File: config.mk
export PLATFORM = sky130hd
export DESIGN_NAME = cp0_ctrl_flat
export DESIGN_NICKNAME = d
export VERILOG_FILES = /design/src/rtl/cp0_ctrl_pkg.sv /design/src/rtl/cp0_ctrl_if.sv /design/src/rtl/cp0_ctrl.sv /design/src/flat_wrapper.sv
export SDC_FILE = /design/constraint.sdc
export NUM_CORES = 1
export LEC_CHECK = 0
export CORE_ASPECT_RATIO = 1.2
export CORE_MARGIN = 10
export CORE_UTILIZATION = 45
export DETAILED_ROUTE_END_ITERATION = 6
export GPL_ROUTABILITY_DRIVEN = 0
export PLACE_DENSITY = 0.86
export SYNTH_ARGS = -nofsm -noshare
export SYNTH_HDL_FRONTEND = slang
export SYNTH_SLANG_ARGS = --single-unit
File: constraint.sdc
create_clock -name clk -period 5.7 [get_ports clk]
set_input_delay 1.14 -clock clk [delete_from_list [all_inputs] [get_ports clk]]
set_output_delay 1.14 -clock clk [all_outputs]
set_load 0.02 [all_outputs]
File: src/rtl/cp0_ctrl_pkg.sv
// Shared CP0 constants: register numbers, exception codes, field positions,
// handler entry point, and the EPC selection rule for delay slots.
package cp0_ctrl_pkg;

  localparam logic [4:0] CP0_SR    = 5'd12;
  localparam logic [4:0] CP0_CAUSE = 5'd13;
  localparam logic [4:0] CP0_EPC   = 5'd14;

  localparam logic [4:0] EXC_INT  = 5'd0;
  localparam logic [4:0] EXC_ADEL = 5'd4;
  localparam logic [4:0] EXC_ADES = 5'd5;
  localparam logic [4:0] EXC_RI   = 5'd10;
  localparam logic [4:0] EXC_OV   = 5'd12;

  localparam int SR_IE        = 0;
  localparam int SR_EXL       = 1;
  localparam int SR_IM_LO     = 10;
  localparam int CAUSE_EXC_LO = 2;
  localparam int CAUSE_EXC_HI = 6;
  localparam int CAUSE_IP_LO  = 10;
  localparam int CAUSE_BD     = 31;

  localparam logic [31:0] EXC_ENTRY = 32'h0000_4180;

  // A delay-slot instruction restarts at its branch, one word earlier.
  function automatic logic [31:0] exc_pc(input logic [31:0] pc, input logic bd);
    return bd ? (pc - 32'd4) : pc;
  endfunction

endpackage

File: src/rtl/cp0_ctrl_if.sv
// mfc0/mtc0 register bus between the M stage and CP0.
interface cp0_ctrl_if;
  logic [4:0]  A1;    // mfc0 read register
  logic [4:0]  A2;    // mtc0 write register
  logic [31:0] DIn;   // mtc0 write data
  logic        WE;    // mtc0 write enable
  logic [31:0] DOut;  // mfc0 read data

  modport master (output A1, A2, DIn, WE, input DOut);
  modport slave  (input A1, A2, DIn, WE, output DOut);
endinterface

File: src/rtl/cp0_ctrl.sv
// Coprocessor 0: SR/Cause/EPC, interrupt/exception request, mfc0/mtc0, eret.
module cp0_ctrl
  import cp0_ctrl_pkg::*;
#(
  parameter int          HWINT_W   = 6,
  parameter logic [31:0] SR_WMASK  = 32'h0000_FC03,
  parameter logic [31:0] EPC_WMASK = 32'hFFFF_FFFC
) (
  input  logic               clk,
  input  logic               reset,      // synchronous, active low
  cp0_ctrl_if.slave          bus,
  input  logic [31:0]        M_PC,
  input  logic               BD,
  input  logic [4:0]         ExcCodeIn,
  input  logic               EXLClr,
  input  logic [HWINT_W-1:0] HWInt,
  output logic               Req,
  output logic [31:0]        EPCOut
);

  logic [31:0] sr_q, sr_d;
  logic [31:0] cause_q, cause_d;
  logic [31:0] epc_q, epc_d;
  logic        int_req, exc_req, mtc0_en;

  // Request decode; EXL masks everything, so nested events are dropped.
  always_comb begin
    int_req = (|(HWInt & sr_q[SR_IM_LO +: HWINT_W])) & sr_q[SR_IE] & ~sr_q[SR_EXL];
    exc_req = (ExcCodeIn != EXC_INT) & ~sr_q[SR_EXL];
    Req     = int_req | exc_req;
    // A faulting mtc0 or an eret in the same cycle blocks the write.
    mtc0_en = bus.WE & ~Req & ~EXLClr;
  end

  // Next-state for SR: Req sets EXL, eret clears it, else mtc0.
  always_comb begin
    sr_d = sr_q;
    if (Req)                             sr_d[SR_EXL] = 1'b1;
    else if (EXLClr)                     sr_d[SR_EXL] = 1'b0;
    else if (mtc0_en && bus.A2 == CP0_SR) sr_d = bus.DIn & SR_WMASK;
  end

  // Next-state for Cause: IP tracks the lines every cycle; BD/ExcCode latch on Req.
  always_comb begin
    cause_d = cause_q;
    cause_d[CAUSE_IP_LO +: HWINT_W] = HWInt;
    if (Req) begin
      cause_d[CAUSE_BD] = BD;
      cause_d[CAUSE_EXC_HI:CAUSE_EXC_LO] = int_req ? EXC_INT : ExcCodeIn;
    end
  end

  // Next-state for EPC: exception PC wins over an mtc0 write.
  always_comb begin
    epc_d = epc_q;
    if (Req)                               epc_d = exc_pc(M_PC, BD) & EPC_WMASK;
    else if (mtc0_en && bus.A2 == CP0_EPC) epc_d = bus.DIn & EPC_WMASK;
  end

  // SR register
  always_ff @(posedge clk) begin
    if (!reset) sr_q <= '0;
    else        sr_q <= sr_d;
  end

  // Cause register
  always_ff @(posedge clk) begin
    if (!reset) cause_q <= '0;
    else        cause_q <= cause_d;
  end

  // EPC register
  always_ff @(posedge clk) begin
    if (!reset) epc_q <= '0;
    else        epc_q <= epc_d;
  end

  // mfc0 read mux, pre-edge state only; forwarding lives in the hazard unit.
  always_comb begin
    case (bus.A1)
      CP0_SR:    bus.DOut = sr_q;
      CP0_CAUSE: bus.DOut = cause_q;
      CP0_EPC:   bus.DOut = epc_q;
      default:   bus.DOut = '0;
    endcase
  end

  assign EPCOut = epc_q;

endmodule

File: src/flat_wrapper.sv
// flat-port wrapper written by rule: the top's interface ports become plain ports
module cp0_ctrl_flat import cp0_ctrl_pkg::*;
#(
  parameter int          HWINT_W   = 6,
  parameter logic [31:0] SR_WMASK  = 32'h0000_FC03,
  parameter logic [31:0] EPC_WMASK = 32'hFFFF_FFFC
)
  (clk, reset, M_PC, BD, ExcCodeIn, EXLClr, HWInt, Req, EPCOut, bus_A1, bus_A2, bus_DIn, bus_WE, bus_DOut);
  cp0_ctrl_if bus_i ();
  input  logic clk;
  input  logic reset;
  input  logic [31:0] M_PC;
  input  logic BD;
  input  logic [4:0] ExcCodeIn;
  input  logic EXLClr;
  input  logic [HWINT_W-1:0] HWInt;
  output logic Req;
  output logic [31:0] EPCOut;
  input wire logic [$bits(bus_i.A1)-1:0] bus_A1;
  input wire logic [$bits(bus_i.A2)-1:0] bus_A2;
  input wire logic [$bits(bus_i.DIn)-1:0] bus_DIn;
  input wire logic [$bits(bus_i.WE)-1:0] bus_WE;
  output wire logic [$bits(bus_i.DOut)-1:0] bus_DOut;
  assign bus_i.A1 = bus_A1;
  assign bus_i.A2 = bus_A2;
  assign bus_i.DIn = bus_DIn;
  assign bus_i.WE = bus_WE;
  assign bus_DOut = bus_i.DOut;
  cp0_ctrl #(.HWINT_W(HWINT_W), .SR_WMASK(SR_WMASK), .EPC_WMASK(EPC_WMASK)) u_core (.clk(clk), .reset(reset), .bus(bus_i), .M_PC(M_PC), .BD(BD), .ExcCodeIn(ExcCodeIn), .EXLClr(EXLClr), .HWInt(HWInt), .Req(Req), .EPCOut(EPCOut));
endmodule
# Yosys cells after proc, flatten, opt, wreduce, memory -nomap -nowiden
# Index checks and enable logic that the tools add are counted.
# totals
regBits	50
out_inout_bits	65
elab_cells	36
inputBits	90
# classes
addsub	1
bitwise	10
n_mux	8
reduce_logical	7
eq_ne	5
# op_table
operator	count
$mux 32	3
$pmux 32 s3	1
$sub 32x3->32 const B	1
$eq 5x4->1 const B	5
$and 6x6->6	1
$reduce_or 6->1	1
$and 1x1->1	5
$mux 5	1
$reduce_bool 5->1	1
$not 1->1	3
$reduce_and 3->1	1
$reduce_bool 3->1	1
$logic_and 1x1->1	2
$mux 1	2
$mux 2	1
$reduce_bool 2->1	1
$or 1x1->1	1

# Logic depth before layout (Yosys ltp)
# logic_depth
word_depth	12
mapped_depth	7

# Worst setup path before layout
# OpenSTA, ideal clock, no wires.
# synth_path
kind	input-to-output
start	in ExcCodeIn[3]
end	out Req
slack_ps	2014
stages	5
n_path_buf	1
t_required_ps	4560
arrival_time_ps	2546
path_cell_list	or4_1 -> o21ba_2 -> nor2_4 -> clkinv_1 -> clkbuf_1
# synth_between
elab_chain_cells	3
# synth_rtl
item	line	rtl
start, declared	flat_wrapper.sv:14	input logic [4:0] ExcCodeIn;
$reduce_bool 5->1	cp0_ctrl.sv:29	exc_req = (ExcCodeIn != EXC_INT) & ~sr_q[SR_EXL];
$and 1x1->1	cp0_ctrl.sv:29	
$or 1x1->1	cp0_ctrl.sv:30	Req = int_req | exc_req;
end, declared	flat_wrapper.sv:17	output logic Req;
# Every way passes these cells.

# Worst setup path after layout
# Ends and elaborated chain as after synthesis.

==> flow_metrics.env <==
export IMPL_status="completed"
export IMPL_synth_simple_area_share_pct=24.1
export IMPL_path_clk_slew_ns=0.09
export IMPL_fin_skew_ns=0.0126
export IMPL_synthAdderAreaFrac_pct=0.374
export IMPL_synth_ff_type="dfxtp_1"
export IMPL_cts_tree="done"
export IMPL_die_width_um=98.7
export IMPL_p_sw_share_pct=30.1
export IMPL_ys_top_cells_by_count="dfxtp_1, clkbuf_1, nand2_1, inv_1, a31oi_1"
export IMPL_dp_hpwl_mm=10.1
export IMPL_synth_compound_area_share_pct=28.3
export IMPL_grt_pass1_vias=3916
export IMPL_cts_inserted_buffers=5
export IMPL_drv_cap=0
export IMPL_min_path_type="flop to flop"
export IMPL_cts_resized=0
export IMPL_ys_top_cells_by_area="dfxtp_1, mux2i_1, a2111oi_0, a31oi_1, and2_1"
export IMPL_grt_start_max_net_pins=33
export IMPL_synth_distinct_cells=53
export IMPL_rr_worst_depth=7
export IMPL_dr_total_vias=3923
export IMPL_maxSlewViolCount=0
export IMPL_synth_warnings=0
export IMPL_met3WireLength_mm=1.03
export IMPL_seq_power_share_pct=43.2
export IMPL_antenna_cells=0
export IMPL_cts_path_max_buffers=2
export IMPL_finalNetCount=631
export IMPL_fill_cells=596
export IMPL_met1Wirelength_mm=5.05
export IMPL_slowest_delay_ns=0.58
export IMPL_yosysTopAreaCell="dfxtp_1"
export IMPL_ant_nets=0
export IMPL_r2r_start="u_core.sr_q[10]$_SDFFE_PN0P_"
export IMPL_std_cell_rows=34
export IMPL_fmax_mhz=210
export IMPL_crit_arrival_ns=3.62
export IMPL_fin_crit_ns=4.76
export IMPL_crit_slowest_cell="or4_1"
export IMPL_cts_root_buf="clkbuf_8"
export IMPL_htreeDepth=2
export IMPL_p_switching_w=0.000277
export IMPL_crit_path_end_kind="output pin"
export IMPL_numPortBuffers=150
export IMPL_synth_xor_area_share_pct=2.62
export IMPL_utilization_pct=69.3
export IMPL_grt_usage_pct=21.6
export IMPL_setup_viol=0
export IMPL_max_slew_margin_rel_pct=29.2
export IMPL_synth_seq_cells=50
export IMPL_crit_path_start="ExcCodeIn[3]"
export IMPL_power_internal_w=0.000643
export IMPL_cts_sinks=50
export IMPL_io_pins=155
export IMPL_reg2reg_slack_ns=3.64
export IMPL_syn_cell_area_um2=3350
export IMPL_worst_pin_slew_ns=1.06
export IMPL_hold_violations=0
export IMPL_grt_antenna_before_repair=0
export IMPL_synth_top_area_share_pct=29.9
export IMPL_seq_area_frac_synth_pct=29.9
export IMPL_final_setup_tns_ns=0
export IMPL_wl_met2_mm=6.41
export IMPL_die_area_um2=11300
export IMPL_area_growth_syn_to_layout_pct=49.6
export IMPL_rsz0062_at_grt="false"
export IMPL_synthCells=411
export IMPL_cts_setup_buffers=0
export IMPL_insertion_delay_ns=0.31
export IMPL_synth_edff_count=0
export IMPL_wire_per_inst_um=20.4
export IMPL_total_power_w=0.000920
export IMPL_synth_top_family_by_area="compound AO/OA/AOI/OAI gates"
export IMPL_crit_path_start_kind="input port"
export IMPL_first_pass_iters=5
export IMPL_p_clk_share_pct=27.5
export IMPL_topRoutingLayerUsed="met4"
export IMPL_wl_mm=12.9
export IMPL_combinationalPowerShare_pct=29.3
export IMPL_grt_pass1_wl_mm=20.5
export IMPL_vias_per_cell=6.22
export IMPL_die_y_um=114
export IMPL_crit_top_cell="clkdlybuf4s50_1"
export IMPL_cp_endpoint="Req"
export IMPL_drc_errors=0
export IMPL_yosysMostFrequentCell="dfxtp_1"
export IMPL_synth_mux_area_share_pct=6.88
export IMPL_peakVddDrop_uv=138
export IMPL_drive_above_1_share_pct=5.36
export IMPL_path_max_fanout=32
export IMPL_cts_hold_buf=0
export IMPL_gr_total_overflow=0
export IMPL_drt_iter0_markers=503
export IMPL_fin_crit_sh_pct=83.4
export IMPL_rr_endpoint="u_core.EPCOut[25]$_SDFFE_PN0P_"
export IMPL_synth_avg_cell_area_um2=8.15
export IMPL_path_cells="clkdlybuf4s50_1, or4_1, o21ba_2, nor2_4, clkinv_1, clkdlybuf4s50_1"
export IMPL_async_flop_share_pct=0
export IMPL_core_um2=7230
export IMPL_path_class="input port to output pin"
export IMPL_powerDensity_nw_per_um2=184
export IMPL_leakagePower_nw=1.72
export IMPL_initial_core_util_pct=46.3
export IMPL_worst_ep_required_time_ns=4.56
==> flip-flops by register name (all words and copies together), names as in the netlist <==
name	cells
u_core.cause_q	12
u_core.sr_q	8
u_core.EPCOut	30
==> power groups by stage <==
stage	Clock (W)	Sequential (W)	Combinational, W
6_report	0.000253	0.000397	0.000270
5_1_grt	0.000265	0.000400	0.000290
4_1_cts	0.000251	0.000397	0.000268
3_5_place_dp	0	0.000405	0.000267
3_3_place_gp	0	0.000403	0.000260
2_1_floorplan	0	0.000423	0.0000997
==> cell families (layout without fill, tap and decap cells) <==
group | after synthesis | count (layout)
compound gates | 126 | 126
xor+xnor | 10 | 10
fa+ha+maj | 1 | 1
buf+inv | 67 | 196
flops | 50 | 50
mux | 23 | 23
other cells | 1 | 2
simple gates | 133 | 133
==> how the worst min path moves through the flow <==
| stage | start | to | slack (ns) | depth (start not counted) |
|---|---|---|---|---|
| 3_3_place_gp | u_core.sr_q[0]$_SDFFE_PN0P_ | u_core.sr_q[0]$_SDFFE_PN0P_ | 0.45 | 2 |
| 6_report | u_core.sr_q[0]$_SDFFE_PN0P_ | u_core.sr_q[0]$_SDFFE_PN0P_ | 0.47 | 2 |
| 2_1_floorplan | u_core.sr_q[0]$_SDFFE_PN0P_ | u_core.sr_q[0]$_SDFFE_PN0P_ | 0.44 | 2 |
| 4_1_cts | u_core.sr_q[0]$_SDFFE_PN0P_ | u_core.sr_q[0]$_SDFFE_PN0P_ | 0.47 | 2 |
| 5_1_grt | u_core.sr_q[0]$_SDFFE_PN0P_ | u_core.sr_q[0]$_SDFFE_PN0P_ | 0.51 | 2 |
| 3_5_place_dp | u_core.sr_q[0]$_SDFFE_PN0P_ | u_core.sr_q[0]$_SDFFE_PN0P_ | 0.45 | 2 |
==> area by class of cell <==
type                            instances  area, um^2  area share (%)
Sequential cell                        50        1000            20.0
Timing Repair Buffer                  157        1550            31.0
Inverter                               31         116            2.32
Multi-Input combinational cell        295        2110            42.2
Tap cell                               90         113            2.25
Clock inverter                          2        37.5           0.749
Clock buffer                            6        72.6            1.45
==> stage by stage <==
stage / worst slack, ns / cells / hold WS, ns / cell area (um^2)
2_1_floorplan: 2.01 / 412 / 0.438 / 3350
3_3_place_gp: 1.03 / 623 / 0.447 / 4900
3_5_place_dp: 0.981 / 623 / 0.454 / 4900
4_1_cts: 0.977 / 631 / 0.467 / 5010
5_1_grt: 0.848 / 631 / 0.509 / 5010
6_report: 0.944 / 631 / 0.466 / 5010
==> critical path: cells and delay by family <==
| family | cells | cell delay [ns] |
|---|---|---|
| AO/OA/AOI/OAI | 1 | 0.45 |
| buffers and inverters | 3 | 1.12 |
| AND/OR/NAND/NOR | 2 | 0.89 |
==> placed cells by master, fill, tap and decap left out, types with 2 or more instances in the layout <==
cell type	n
and3b_1	2
or3_1	9
a311oi_1	17
nand3b_1	2
a211oi_1	15
a22oi_1	3
a21oi_1	5
nand4_1	5
clkbuf_8	5
clkdlybuf4s50_1	150
or4_4	2
dfxtp_1	50
o21ai_0	12
o31ai_1	9
and2_1	24
nor3_1	5
a2111oi_0	25
a31oi_1	26
inv_1	30
nand2_1	31
mux2i_1	23
nor2_1	11
buf_4	7
nand3_1	5
xnor2_1	3
or4_1	16
or4b_2	2
nor4_1	6
a22o_1	6
o41ai_1	2
nor4b_2	2
conb_1	2
xor2_1	7
==> routing by layer <==
metal,vias up,track usage (%)
li1,1839,-
met3,25,5.07
met2,213,37.4
met5,-,0
met1,1846,25.0
met4,0,8.61
(Power assumes the default switching activity.)
